<file path="src/rtl/change_dispenser_if.sv">
// ============================================================================
// change_dispenser_if
// ----------------------------------------------------------------------------
// Purpose : groups the request handshake, coin-mechanism handshake and the
//           status outputs of change_dispenser into one bundle.
// Params  : INV_W - width of the inventory count signals (must match the
//                   INV_W of the change_dispenser instance using it).
// Signals : req_valid/req_ready/req_amt/refill - change request side
//           eject50/eject100/eject_ack          - coin mechanism side
//           done/short/owed                     - request completion status
//           inv50/inv100/jam                    - inventory and fault status
// Modports: master - requester/mechanism side (testbench or host logic)
//           slave  - the dispenser itself
// ============================================================================
interface change_dispenser_if #(
    parameter int INV_W = 4
);
    logic             req_valid;
    logic             req_ready;
    logic [2:0]       req_amt;
    logic             refill;
    logic             eject50;
    logic             eject100;
    logic             eject_ack;
    logic             done;
    logic             short;
    logic [2:0]       owed;
    logic [INV_W-1:0] inv50;
    logic [INV_W-1:0] inv100;
    logic             jam;

    modport master (
        output req_valid, req_amt, refill, eject_ack,
        input  req_ready, eject50, eject100, done, short, owed, inv50, inv100, jam
    );

    modport slave (
        input  req_valid, req_amt, refill, eject_ack,
        output req_ready, eject50, eject100, done, short, owed, inv50, inv100, jam
    );
endinterface

</file>
<file path="src/rtl/change_dispenser.sv">
// ============================================================================
// change_dispenser
// ----------------------------------------------------------------------------
// Purpose : pays out change (in 50-centavo units) with 100 and 50 coins using
//           greedy largest-coin-first selection. Each coin is a timed eject
//           pulse followed by an acknowledge from the coin mechanism. Tracks
//           coin inventory and reports any unpaid remainder.
//
// Optional feature macro: CHANGE_TIMEOUT_EN
//   defined   - a coin not acknowledged within TIMEOUT_CYC cycles is treated
//               as jammed: its denomination's inventory is zeroed, jam is set
//               (sticky until refill/reset) and payout continues with the
//               other denomination.
//   undefined - the ack wait is unbounded and jam is tied low.
//
// Ports   : CLOCK_50  - clock
//           reset_n   - asynchronous active-low reset
//           bus       - change_dispenser_if.slave:
//             req_valid/req_amt in, req_ready out (high iff idle)
//             refill in (honoured only when idle)
//             eject50/eject100 out, eject_ack in
//             done/short/owed out (completion report, owed held)
//             inv50/inv100 out (inventory), jam out (sticky fault)
// ============================================================================
module change_dispenser #(
    parameter int INV_W       = 4,
    parameter int INIT_50     = 8,
    parameter int INIT_100    = 8,
    parameter int EJECT_CYC   = 4,
    parameter int TIMEOUT_CYC = 1000
) (
    input  logic               CLOCK_50,
    input  logic               reset_n,
    change_dispenser_if.slave  bus
);

    // Eject counter runs EJECT_CYC-1 down to 0.
    localparam int EC_W = (EJECT_CYC > 1) ? $clog2(EJECT_CYC) : 1;

    if (EJECT_CYC < 1) begin : g_bad_eject_cyc
        $error("change_dispenser: EJECT_CYC must be >= 1");
    end
    if (INIT_50 >= (1 << INV_W)) begin : g_bad_init_50
        $error("change_dispenser: INIT_50 does not fit in INV_W bits");
    end
    if (INIT_100 >= (1 << INV_W)) begin : g_bad_init_100
        $error("change_dispenser: INIT_100 does not fit in INV_W bits");
    end
    if (TIMEOUT_CYC < 1) begin : g_bad_timeout
        $error("change_dispenser: TIMEOUT_CYC must be >= 1");
    end

    typedef enum logic [2:0] {
        S_IDLE,
        S_SELECT,
        S_EJECT,
        S_WAIT_ACK,
        S_DONE
    } state_t;

    state_t            r_state;
    state_t            w_next;

    logic [2:0]        r_rem;
    logic              r_is100;
    logic [EC_W-1:0]   r_ej_cnt;
    logic [INV_W-1:0]  r_inv50;
    logic [INV_W-1:0]  r_inv100;
    logic              r_eject50;
    logic              r_eject100;
    logic              r_done;
    logic              r_short;
    logic [2:0]        r_owed;

    logic              w_pick100;
    logic              w_pick50;
    logic              w_ack_ok;
    logic              w_jam_hit;
    logic              w_to_expired;

    // ------------------------------------------------------------------
    // State register
    // ------------------------------------------------------------------
    always_ff @(posedge CLOCK_50 or negedge reset_n) begin
        if (!reset_n) begin
            r_state <= S_IDLE;
        end else begin
            r_state <= w_next;
        end
    end

    // ------------------------------------------------------------------
    // Next-state and coin selection
    // ------------------------------------------------------------------
    always_comb begin
        w_next    = r_state;
        w_pick100 = 1'b0;
        w_pick50  = 1'b0;
        w_ack_ok  = 1'b0;
        w_jam_hit = 1'b0;
        case (r_state)
            S_IDLE: begin
                if (bus.req_valid) begin
                    w_next = S_SELECT;
                end
            end
            S_SELECT: begin
                // Greedy: a 100 only when at least two units remain; 50s
                // cover whatever the 100s cannot.
                if ((r_rem >= 3'd2) && (r_inv100 != '0)) begin
                    w_pick100 = 1'b1;
                    w_next    = S_EJECT;
                end else if ((r_rem != 3'd0) && (r_inv50 != '0)) begin
                    w_pick50 = 1'b1;
                    w_next   = S_EJECT;
                end else begin
                    w_next = S_DONE;
                end
            end
            S_EJECT: begin
                if (r_ej_cnt == '0) begin
                    w_next = S_WAIT_ACK;
                end
            end
            S_WAIT_ACK: begin
                if (bus.eject_ack) begin
                    w_ack_ok = 1'b1;
                    w_next   = S_SELECT;
                end else if (w_to_expired) begin
                    w_jam_hit = 1'b1;
                    w_next    = S_SELECT;
                end
            end
            S_DONE: begin
                w_next = S_IDLE;
            end
            default: begin
                w_next = S_IDLE;
            end
        endcase
    end

    // ------------------------------------------------------------------
    // Datapath: remaining amount, inventory, eject pulses, completion
    // ------------------------------------------------------------------
    always_ff @(posedge CLOCK_50 or negedge reset_n) begin
        if (!reset_n) begin
            r_rem      <= 3'd0;
            r_is100    <= 1'b0;
            r_ej_cnt   <= '0;
            r_inv50    <= INV_W'(INIT_50);
            r_inv100   <= INV_W'(INIT_100);
            r_eject50  <= 1'b0;
            r_eject100 <= 1'b0;
            r_done     <= 1'b0;
            r_short    <= 1'b0;
            r_owed     <= 3'd0;
        end else begin
            r_done <= 1'b0;
            case (r_state)
                S_IDLE: begin
                    // Refill and request may coincide; SELECT then sees the
                    // reloaded counts because both land on this edge.
                    if (bus.refill) begin
                        r_inv50  <= INV_W'(INIT_50);
                        r_inv100 <= INV_W'(INIT_100);
                    end
                    if (bus.req_valid) begin
                        r_rem <= bus.req_amt;
                    end
                end
                S_SELECT: begin
                    if (w_pick100 || w_pick50) begin
                        r_is100    <= w_pick100;
                        r_eject100 <= w_pick100;
                        r_eject50  <= w_pick50;
                        r_ej_cnt   <= EC_W'(EJECT_CYC - 1);
                    end else begin
                        r_done  <= 1'b1;
                        r_owed  <= r_rem;
                        r_short <= (r_rem != 3'd0);
                    end
                end
                S_EJECT: begin
                    if (r_ej_cnt == '0) begin
                        r_eject100 <= 1'b0;
                        r_eject50  <= 1'b0;
                    end else begin
                        r_ej_cnt <= r_ej_cnt - EC_W'(1);
                    end
                end
                S_WAIT_ACK: begin
                    if (w_ack_ok) begin
                        if (r_is100) begin
                            r_inv100 <= r_inv100 - INV_W'(1);
                            r_rem    <= r_rem - 3'd2;
                        end else begin
                            r_inv50 <= r_inv50 - INV_W'(1);
                            r_rem   <= r_rem - 3'd1;
                        end
                    end else if (w_jam_hit) begin
                        // A jammed tube is unusable until refilled; the
                        // amount owed is left for the other denomination.
                        if (r_is100) begin
                            r_inv100 <= '0;
                        end else begin
                            r_inv50 <= '0;
                        end
                    end
                end
                default: begin
                end
            endcase
        end
    end

`ifdef CHANGE_TIMEOUT_EN
    localparam int TO_W = (TIMEOUT_CYC > 1) ? $clog2(TIMEOUT_CYC) : 1;

    logic [TO_W-1:0] r_to_cnt;
    logic            r_jam;

    // ------------------------------------------------------------------
    // Ack timeout and sticky jam flag
    // ------------------------------------------------------------------
    always_ff @(posedge CLOCK_50 or negedge reset_n) begin
        if (!reset_n) begin
            r_to_cnt <= '0;
            r_jam    <= 1'b0;
        end else begin
            // Counter equals the number of WAIT_ACK cycles already spent.
            if (r_state == S_WAIT_ACK) begin
                r_to_cnt <= r_to_cnt + TO_W'(1);
            end else begin
                r_to_cnt <= '0;
            end
            if ((r_state == S_IDLE) && bus.refill) begin
                r_jam <= 1'b0;
            end else if (w_jam_hit) begin
                r_jam <= 1'b1;
            end
        end
    end

    assign w_to_expired = (r_to_cnt == TO_W'(TIMEOUT_CYC - 1));
    assign bus.jam      = r_jam;
`else
    assign w_to_expired = 1'b0;
    assign bus.jam      = 1'b0;
`endif

    assign bus.req_ready = (r_state == S_IDLE);
    assign bus.eject50   = r_eject50;
    assign bus.eject100  = r_eject100;
    assign bus.done      = r_done;
    assign bus.short     = r_short;
    assign bus.owed      = r_owed;
    assign bus.inv50     = r_inv50;
    assign bus.inv100    = r_inv100;

endmodule

</file>
<file path="src/flat_wrapper.sv">
// flat-port wrapper written by rule: the top's interface ports become plain ports
module change_dispenser_flat 
#(
    parameter int INV_W       = 4,
    parameter int INIT_50     = 8,
    parameter int INIT_100    = 8,
    parameter int EJECT_CYC   = 4,
    parameter int TIMEOUT_CYC = 1000
)
  (CLOCK_50, reset_n, bus_req_valid, bus_req_amt, bus_refill, bus_eject_ack, bus_req_ready, bus_eject50, bus_eject100, bus_done, bus_short, bus_owed, bus_inv50, bus_inv100, bus_jam);
  change_dispenser_if #(.INV_W(INV_W)) bus_i ();
  input  logic CLOCK_50;
  input  logic reset_n;
  input wire logic [$bits(bus_i.req_valid)-1:0] bus_req_valid;
  input wire logic [$bits(bus_i.req_amt)-1:0] bus_req_amt;
  input wire logic [$bits(bus_i.refill)-1:0] bus_refill;
  input wire logic [$bits(bus_i.eject_ack)-1:0] bus_eject_ack;
  output wire logic [$bits(bus_i.req_ready)-1:0] bus_req_ready;
  output wire logic [$bits(bus_i.eject50)-1:0] bus_eject50;
  output wire logic [$bits(bus_i.eject100)-1:0] bus_eject100;
  output wire logic [$bits(bus_i.done)-1:0] bus_done;
  output wire logic [$bits(bus_i.short)-1:0] bus_short;
  output wire logic [$bits(bus_i.owed)-1:0] bus_owed;
  output wire logic [$bits(bus_i.inv50)-1:0] bus_inv50;
  output wire logic [$bits(bus_i.inv100)-1:0] bus_inv100;
  output wire logic [$bits(bus_i.jam)-1:0] bus_jam;
  assign bus_i.req_valid = bus_req_valid;
  assign bus_i.req_amt = bus_req_amt;
  assign bus_i.refill = bus_refill;
  assign bus_i.eject_ack = bus_eject_ack;
  assign bus_req_ready = bus_i.req_ready;
  assign bus_eject50 = bus_i.eject50;
  assign bus_eject100 = bus_i.eject100;
  assign bus_done = bus_i.done;
  assign bus_short = bus_i.short;
  assign bus_owed = bus_i.owed;
  assign bus_inv50 = bus_i.inv50;
  assign bus_inv100 = bus_i.inv100;
  assign bus_jam = bus_i.jam;
  change_dispenser #(.INV_W(INV_W), .INIT_50(INIT_50), .INIT_100(INIT_100), .EJECT_CYC(EJECT_CYC), .TIMEOUT_CYC(TIMEOUT_CYC)) u_core (.CLOCK_50(CLOCK_50), .reset_n(reset_n), .bus(bus_i));
endmodule
</file>
<file path="config.mk">
export PLATFORM = sky130hd
export DESIGN_NAME = change_dispenser_flat
export DESIGN_NICKNAME = d
export VERILOG_FILES = /design/src/rtl/change_dispenser_if.sv /design/src/rtl/change_dispenser.sv /design/src/flat_wrapper.sv
export SDC_FILE = /design/constraint.sdc
export NUM_CORES = 1
export LEC_CHECK = 0
export BUFFER_PORTS_ARGS = -buffer_cell sky130_fd_sc_hd__buf_4
export CAP_MARGIN = 20
export CORE_MARGIN = 1.5
export CORE_UTILIZATION = 49
export DETAILED_ROUTE_END_ITERATION = 12
export GPL_TIMING_DRIVEN = 0
export PLACE_DENSITY = 0.83
export SKIP_LAST_GASP = 1
export SYNTH_ARGS = -nofsm -noshare
export SYNTH_HDL_FRONTEND = slang
export SYNTH_SLANG_ARGS = --single-unit
export TNS_END_PERCENT = 30
</file>
<file path="constraint.sdc">
create_clock -name CLOCK_50 -period 1.45 [get_ports CLOCK_50]
set_input_delay 0.0725 -clock CLOCK_50 [delete_from_list [all_inputs] [get_ports CLOCK_50]]
set_output_delay 0.0725 -clock CLOCK_50 [all_outputs]
set_load 0.02 [all_outputs]
</file>
Word-level counts from Yosys, hierarchy flattened. Cells that the tools add are included.

RAM bits: 0. Bits of input ports: 8. Memories: 0. Bits in latches: 0. Output and inout port bits: 17. Flip-flop bits (word level): 24. ROM bits: 0.

Equality and inequality tests: 12. Divide/modulo/power cells: 0. Multiplexer cells: 34. Shift-type cells: 0. Magnitude comparators: 1. Multiply operators: 0. $add $sub $neg: 5. Bitwise logic cells: 1. Reductions and logical operators: 18.

Operators by type and width (count): 2-to-1 mux 3 bit (8); 2-to-1 mux 4 bit (5); one-hot mux 4 bit (2 select lines) (2); 2-to-1 mux 1 bit (12); one-hot mux 3 bit (4 select lines) (1); AND reduction 3 bit (4); != test 2 bit (second input constant) (5); != test 2 x 1 -> 1 bit (second input constant) (4); AND reduction 4 bit (2); nonzero test 4 bit (2); subtractor 4 x 1 -> 4 bit (second input constant) (2); == test 3 x 2 -> 1 bit (second input constant) (2); one-hot mux 3 bit (2 select lines) (1); 2-to-1 mux 2 bit (2); one-hot mux 1 bit (2 select lines) (2); one-hot mux 2 bit (2 select lines) (1); AND reduction 2 bit (2); nonzero test 2 bit (2); == test 3 x 1 -> 1 bit (second input constant) (1); >= comparator 3 x 2 -> 1 bit (second input constant) (1); zero test 3 bit (1); nonzero test 3 bit (1); subtractor 3 x 1 -> 3 bit (second input constant) (1); subtractor 3 x 2 -> 3 bit (second input constant) (1); other kinds (5) (6).

Longest topological paths before layout. Gate-level depths: netlist (run 1).

Depth after elaboration: 8. Mapped depth: 7.

Least setup slack after synthesis (run 1). No wires, ideal clock.

Path type: flip-flop to flip-flop. From: reg u_core.r_inv100[0] (netlist: u_core.bus.inv100[0]). To: reg u_core.r_owed[0] (netlist: u_core.bus.owed[0]). Stages on the path, launching flop included: 6. Period minus slack after synthesis: 1.635 ns. Arrival: 1.510 ns. Setup time: 0.125 ns. Setup slack: -0.185 ns. Cell sequence: dfrtp_1 > inv_1 > ha_1 > a22o_1 > nand3_1 > mux2_2.

Longest elaborated chain between the ends: 7. Elaborated cells between the ends (all ways): 9. Those cells by class: mux: 4; bitwise: 1; reduce/logical: 4.

Ends and longest elaborated chain: from (decl) (RTL line change_dispenser.sv:68) `logic [INV_W-1:0] r_inv100;`; from (signal assigned) (RTL line change_dispenser.sv:152) `r_inv100 <= INV_W'(INIT_100);`; from (signal assigned) (RTL line change_dispenser.sv:166) `r_inv100 <= INV_W'(INIT_100);`; from (signal assigned) (RTL line change_dispenser.sv:195) `r_inv100 <= r_inv100 - INV_W'(1);`; nonzero test 4 bit * (RTL line change_dispenser.sv:110) `if ((r_rem >= 3'd2) && (r_inv100 != '0)) begin`; logical AND 1 bit * (RTL line change_dispenser.sv:110); 2-to-1 mux 1 bit (RTL line change_dispenser.sv:110); 2-to-1 mux 1 bit (RTL line change_dispenser.sv:101) `case (r_state)`; logical OR 1 bit * (RTL line change_dispenser.sv:173) `if (w_pick100 || w_pick50) begin`; NOT 1 bit (no line) *; AND reduction 2 bit (no line) *; to (signal assigned) (RTL line change_dispenser.sv:180) `r_owed <= r_rem;`; to (decl) (RTL line change_dispenser.sv:73) `logic [2:0] r_owed;`.

Every way passes the cells marked *; elsewhere a longest branch is shown, timed or not. A chain may end at the register's enable or synchronous reset.

Final worst setup path (run 1).
From: reg u_core.r_rem[0]. To: reg u_core.r_owed[0] (netlist: u_core.bus.owed[0]).

Longest elaborated chain between the ends: 8. Elaborated cells between the ends (all ways): 12. Those cells by class: order compare: 1; mux: 5; bitwise: 1; reduce/logical: 5.

Ends and longest elaborated chain: from (decl) (RTL line change_dispenser.sv:64) `logic [2:0] r_rem;`; from (signal assigned) (RTL line change_dispenser.sv:169) `r_rem <= bus.req_amt;`; from (signal assigned) (RTL line change_dispenser.sv:196) `r_rem <= r_rem - 3'd2;`; from (signal assigned) (RTL line change_dispenser.sv:199) `r_rem <= r_rem - 3'd1;`; branches (longest 8 deep; another with >= comparator 3 x 2 -> 1 bit).

Several ways; the timed one is not identified.

==> results of run 1 <==
==> cells in the mapped netlist (2+ instances only) <==
| cell | number |
|---|---|
| dfstp_2 | 2 |
| xnor2_1 | 2 |
| mux2_2 | 3 |
| nor3b_1 | 2 |
| o21ai_0 | 7 |
| a22o_1 | 3 |
| nand3_1 | 2 |
| a21oi_1 | 11 |
| dfrtp_1 | 22 |
| nor2_1 | 7 |
| nand2b_1 | 5 |
| a21oi_2 | 2 |
| nand2_1 | 10 |
| nor2b_1 | 2 |
| a21o_1 | 2 |
| ha_1 | 7 |
| o31ai_1 | 3 |
| o21ai_1 | 2 |
| inv_1 | 12 |
==> final cells by class <==
class	instances	area (um^2)	share of cell area
Buffer	5	36.28	0.01890
Clock buffer	4	26.28	0.01369
Inverter	12	47.55	0.02477
Multi-Input combinational cell	97	833.3	0.4342
Sequential cell	24	613.1	0.3194
Tap cell	31	38.79	0.02021
Timing Repair Buffer	42	324.1	0.1688
==> placed cells by master (no fill, tap or decap), types with 3 or more instances in the layout <==
cell type	n
buf_4	41
dfrtp_1	14
a21oi_1	10
nand2_1	10
inv_1	9
dfrtp_2	8
nor2_1	7
o21ai_0	7
ha_2	4
nand2b_1	3
mux2_4	3
clkbuf_4	3
==> report_power, final <==
part / switching [uW] / total (uW) / internal [uW]
registers: 274 / 1260 / 991
clock network: 215 / 323 / 108
logic: 1490 / 2920 / 1430
total: 1980 / 4510 / 2530
==> state kept, by name, summed over array words and instances, names as in the netlist, 2 cells and up <==
| signal | flops |
|---|---|
| u_core.bus.inv50 | 4 |
| u_core.r_state | 3 |
| u_core.bus.inv100 | 4 |
| u_core.r_rem | 3 |
| u_core.r_ej_cnt | 2 |
| u_core.bus.owed | 3 |
==> per-layer routing <==
layer,vias to the layer above,GRT usage,wire length (um)
met2,36,0.4067,1744
met4,0,0.06122,94
met3,12,0.03953,140
li1,582,-,-
met1,603,0.2866,1545
met5,-,0,0
==> metrics by stage <==
step | worst slack (ns) | power [uW]
finish | -0.1084 | 4506
global route | -0.1748 | 4830
CTS | -0.1011 | 4033
detailed placement | -0.2101 | 3455
global placement | -0.1866 | 3347
floorplan | -0.04492 | 2792
==> timing repair <==
item                                   CTS  global route
hold buffers                             2             0
setup endpoints to repair               22            22
resized for setup                       10            19
pin swaps                                3             6
endpoints found under the hold margin   25             0
setup buffers                            9             8
==> worst paths after layout <==
check | startpoint | end | slack, ns | cells past startpoint
hold reg to reg | u_core.bus.eject100 | u_core.bus.eject100 | 0.54 | 1
max in group asynchronous | reset_n | u_core.bus.inv50[3] | 0.97 | 2
min in group asynchronous | reset_n | u_core.bus.inv100[0] | 0.16 | 2
setup / recovery | u_core.r_rem[0] | u_core.bus.owed[0] | -0.11 | 6
hold / removal | bus_eject_ack | u_core.bus.inv100[0] | 0.02 | 3
setup reg to reg | u_core.r_rem[0] | u_core.bus.owed[0] | -0.11 | 6
==> critical path: stages (launching register included) <==
cell and delay (ns):
dfrtp_1 0.43, inv_2 0.10, ha_4 0.15, nand2b_4 0.06, a22o_4 0.27, nand3_4 0.13
mux2_4 0.31
==> cell families after synthesis <==
kind of cell	Yosys count	synth area share
DFF	24	0.4378
muxes	3	0.02452
adders and majority gates	7	0.06358
and+or+nand+nor	42	0.2007
AOI/OAI and AO/OA	41	0.1953
other	1	0.002722
buffers and inverters	17	0.05630
xor gates and xnor gates	3	0.01908
==> metrics.md, run 1 <==
| Metric | Value |
|---|---|
| Status | finished, violations left |
| Failing checks | negative setup slack |
| Global-route wire length before repair | 5637 um |
| RSZ-0062 raised after global routing | yes |
| Slew Viols, Final | 0 |
| Setup slack after layout | -0.1084 ns |
| Total iterations of the first detailed-routing run | 6 |
| Top FF cell, synth | dfrtp_1 |
| HPWL Detailed | 2193 um |
| GRT Total Usage | 0.2291 |
| Diode count | 0 |
| Vias/cell | 5.735 |
| Synthesized area | 0.001378 mm^2 |
| Warnings from Yosys | 0 |
| Data required, critical path | 1.66 ns |
| FFs w/ async S/R, synth | 1.000 |
| Final Util | 0.7082 |
| Cell accounting for the most synthesized area | dfrtp_1 |
| P_leak | 0.0008992 uW |
| Detail Route Antenna Nets | 0 |
| Boundary Pins | 25 |
| Clock Tree Buf Depth | 2 |
| Final setup skew | 0.01909 ns |
| Layout Cells excl Fill | 215 |
| Sequential cell area fraction in the yosys report | 0.4378 |
| Std-Cell Rows | 19 |
| Crit path max fanout | 6 |
| Number of global-route vias before repair | 1229 |
| PD cells | 2348 mW/mm^2 |
| Root buf cell | clkbuf_4 |
| Clock transition at the registers of the reported paths | 0.15 ns |
| Count of input and output buffers | 23 |
| Routability cong. | 0.8378 |
| Nets@finish | 200 |
| Least-Margin Pin Slew | 0.4915 ns |
| Chip height | 56.02 um |
| TritonCTS clock tree | yes |
| Placed Instance Area | 0.001613 mm^2 |
| Slew HR | 0.6638 |
| Die Area | 0.003138 mm^2 |
| VDD IR-drop max | 1894 uV |
| Number of DRC markers in iteration 0 | 36 |
| Layout cells sized above 1 | 0.4783 |
| Placed insts | 192 |
| DIE WIDTH | 56.02 um |
| Via count | 1233 |
| Period utilization | 1.075 |
| Cells after Synth | 138 |
| Initial core utilization | 0.5083 |
| CP Launch Type | register |
| Final wirelength | 3525 um |
| Synth cell types | 51 |
| Final Cell Area | 0.001919 mm^2 |
| Area share of the largest cell type after synthesis | 0.3996 |
| Clock buffer count from CTS | 3 |
| Synth-to-Final Area Change | 39.33% |
| H-tree depth | 1 |
| Routed len/inst | 16.40 um |
| Worst Hold Class | primary input to register |
| Number of enable flip-flop cells after synthesis | 0 |
| Initial antenna violation count | 0 |
| Largest net degree at the start of global routing | 25 |
| Avg Cell Area, Syn | 9.982 um^2 |
| Total core area | 0.002710 mm^2 |
| Final setup fails | 13 |
| Endpoint class of the critical path | register |
| Sum of negative setup slack | -0.7505 ns |
| Fill cell count | 190 |
| Max cap viols | 0 |
| Fmax | 641.7 MHz |
| Setup CP Type | register to register |
| Crit path DAT | 1.77 ns |
| Mapped Nets | 153 |
| DR DRC count | 0 |
| Synth Register Bits | 24 |
| Ranking of synthesized cells by area | dfrtp_1 40%, ha_1 6.4%, a21oi_1 4.0%, dfstp_2 3.8%, inv_1 3.3% |
| Hold Slack | 0.01957 ns |
| CTS Sinks | 24 |
| Total congestion overflow | 0 |
| Clk_lat worst skew | 0.33 ns |
| Final Hold Fails | 0 |
| Final Critical Period | 1.558 ns |
No activity file was read; power rests on OpenSTA's default activity.
==> run 2, diff against run 1 <==
CORE_MARGIN = 2   (was 1.5)
CORE_UTILIZATION = 31   (was 49)
PLACE_DENSITY = 0.6   (was 0.83)
==> run 2 against run 1 <==
Net effect: the run still ends with negative setup slack left; routed wire length rose by 0.45%; sequential power barely moved; flip-flop and latch count unchanged; global-route usage is 9.0 points lower; cell area up 5.3%; clock power grew 85%; clock-buffer cell count fell by 1; worst setup slack gained 0.0037 ns; critical path depth decreased by 1; worst hold slack gained 0.070 ns; final cell count increased by 8.8%; critical path type unchanged; critical endpoint is now u_core.bus.owed[1].
==> metrics.md, run 2 (synthesis gave the netlist of run 1 again) <==
| Metric | Value |
|---|---|
| Vias/cell | 5.051 (was 5.735) |
| Largest net degree at the start of global routing | 25 (unchanged) |
| Initial antenna violation count | 0 (unchanged) |
| Worst path bufs/invs | 1 (unchanged) |
| Most frequent cells in the layout | 38 x buf_4, 14 x dfrtp_1, 10 x nand2_1, 9 x inv_1, 9 x a21oi_1 (was 41 x buf_4, 14 x dfrtp_1, 10 x a21oi_1, 10 x nand2_1, 9 x inv_1) |
| DR DRC count | 0 (unchanged) |
| TritonCTS clock tree | yes (unchanged) |
| Clock buffer count from CTS | 3 (unchanged) |
| Setup slack after layout | -0.1047 ns (was -0.1084 ns) |
| CP top delay family | flip-flops (unchanged) |
| Std-Cell Rows | 24 (was 19) |
| Final Util | 0.4673 (was 0.7082) |
| Failing checks | negative setup slack (unchanged) |
| GRT Total Usage | 0.1389 (was 0.2291) |
| Period utilization | 1.072 (was 1.075) |
| P_leak | 0.0009203 uW (was 0.0008992 uW) |
| Placed insts | 213 (was 192) |
| Slew Viols, Final | 0 (unchanged) |
| Most common cell after layout, fill and taps aside | buf_4 (unchanged) |
| Status | finished, violations left (unchanged) |
| Layout Cells excl Fill | 234 (was 215) |
| DIE WIDTH | 70.66 um (was 56.02 um) |
| Diode count | 0 (unchanged) |
| Final setup skew | 0.001903 ns (was 0.01909 ns) |
| Total congestion overflow | 0 (unchanged) |
| Initial core utilization | 0.3186 (was 0.5083) |
| Clock transition at the registers of the reported paths | 0.09 ns (was 0.15 ns) |
| Crit path DAT | 1.72 ns (was 1.77 ns) |
| Boundary Pins | 25 (unchanged) |
| Flop-to-flop setup slack | -0.10 ns (was -0.11 ns) |
| Via count | 1182 (was 1233) |
| Sum of negative setup slack | -0.6502 ns (was -0.7505 ns) |
| Fmax | 643.2 MHz (was 641.7 MHz) |
| Number of global-route vias before repair | 1181 (was 1229) |
| Crit path max fanout | 5 (was 6) |
| RSZ-0062 raised after global routing | yes (unchanged) |
| CP max stage delay | 0.44 ns (was 0.43 ns) |
| Max cap viols | 0 (unchanged) |
| Total iterations of the first detailed-routing run | 4 (was 6) |
| H-tree depth | 1 (unchanged) |
| Routability cong. | 0.8090 (was 0.8378) |
| Final Hold Fails | 0 (unchanged) |
| Data required, critical path | 1.61 ns (was 1.66 ns) |
| Final wirelength | 3541 um (was 3525 um) |
| CP max-delay cell | dfrtp_1 (unchanged) |
| CTS Sinks | 24 (unchanged) |
| Setup CP Type | register to register (unchanged) |
| Worst Hold Class | primary input to register (unchanged) |
| Total core area | 0.004324 mm^2 (was 0.002710 mm^2) |
| Number of DRC markers in iteration 0 | 23 (was 36) |
| Endpoint class of the critical path | register (unchanged) |
| Cell Chain, Critical Path | inv_1 > ha_2 > a22o_4 > nand3_4 > mux2_4 (was inv_2 > ha_4 > nand2b_4 > a22o_4 > nand3_4 > mux2_4) |
| Final Critical Period | 1.555 ns (was 1.558 ns) |
| Count of input and output buffers | 23 (unchanged) |
| Clk_lat worst skew | 0.27 ns (was 0.33 ns) |
| Final setup fails | 13 (unchanged) |
| Die Area | 0.004993 mm^2 (was 0.003138 mm^2) |
| CP Launch Type | register (unchanged) |
| Detail Route Antenna Nets | 0 (unchanged) |
| HPWL Detailed | 2241 um (was 2193 um) |
| Clock Tree Buf Depth | 2 (unchanged) |
| PD cells | 2431 mW/mm^2 (was 2348 mW/mm^2) |
| Chip height | 70.66 um (was 56.02 um) |
| Root buf cell | clkbuf_8 (was clkbuf_4) |
| VDD IR-drop max | 1151 uV (was 1894 uV) |
| Nets@finish | 198 (was 200) |
| Layout cells sized above 1 | 0.5055 (was 0.4783) |
| Fill cell count | 417 (was 190) |
| Routed len/inst | 15.13 um (was 16.40 um) |
| Global-route wire length before repair | 5568 um (was 5637 um) |
| Synth-to-Final Area Change | 46.68% (was 39.33%) |
-- run 2: where the power goes --
group | internal [uW] | switching (uW) | total [uW]
registers | 993 | 292 | 1280
logic | 1510 | 1520 | 3030
clock network | 369 | 230 | 599
-- run 2: worst reg2reg max path, stage by stage (launching register included) --
cell	delay, ns
dfrtp_1	0.44
inv_1	0.10
ha_2	0.20
a22o_4	0.28
nand3_4	0.11
mux2_4	0.31
-- run 2: layout make-up --
cell class | instances | area (um^2) | area share
plain buffers | 5 | 40.04 | 0.01981
well taps | 52 | 65.06 | 0.03220
multi-input cells | 97 | 874.6 | 0.4328
flip-flops and latches | 24 | 613.1 | 0.3034
clock buffers | 3 | 41.29 | 0.02043
clock inverters | 1 | 30.03 | 0.01486
inverters | 12 | 47.55 | 0.02353
repair buffers | 40 | 309.0 | 0.1529
-- run 2: per-layer routing --
layer	part of all wire	up-vias	GRT usage
li1	-	578	-
met1	0.43	568	0.1776
met2	0.50	28	0.2222
met3	0.044	8	0.02707
met4	0.021	0	0.07547
met5	0	-	0
-- run 2: final timing paths --
| check | start | end | depth (start not counted) |
|---|---|---|---|
| worst min-delay path | bus_eject_ack | u_core.bus.inv100[0] | 3 |
| max in group asynchronous | reset_n | u_core.bus.inv50[3] | 2 |
| worst max-delay path | u_core.r_rem[2] | u_core.bus.owed[1] | 5 |
| worst min register to register | u_core.bus.eject100 | u_core.bus.eject100 | 1 |
| worst max register to register | u_core.r_rem[2] | u_core.bus.owed[1] | 5 |
| min in group asynchronous | reset_n | u_core.r_rem[0] | 2 |
-- run 2: through the flow --
step | hold WS, ns | cell area (um^2) | setup WS, ns | power [uW]
2_1_floorplan | -0.2231 | 1401 | -0.04492 | 2792
3_3_place_gp | -0.007908 | 1639 | -0.1794 | 3399
3_5_place_dp | -0.005979 | 1639 | -0.1951 | 3447
4_1_cts | 0.08555 | 1862 | -0.08499 | 4402
5_1_grt | 0.1015 | 2021 | -0.1370 | 5257
6_report | 0.08954 | 2021 | -0.1047 | 4913
-- run 2: repair_timing --
action | in CTS | in global routing
endpoints found under the hold margin | 25 | 0
gates resized for setup | 16 | 22
pin swaps | 6 | 7
endpoints found under the setup margin | 22 | 21
hold buffers | 2 | 0
buffers inserted | 9 | 6
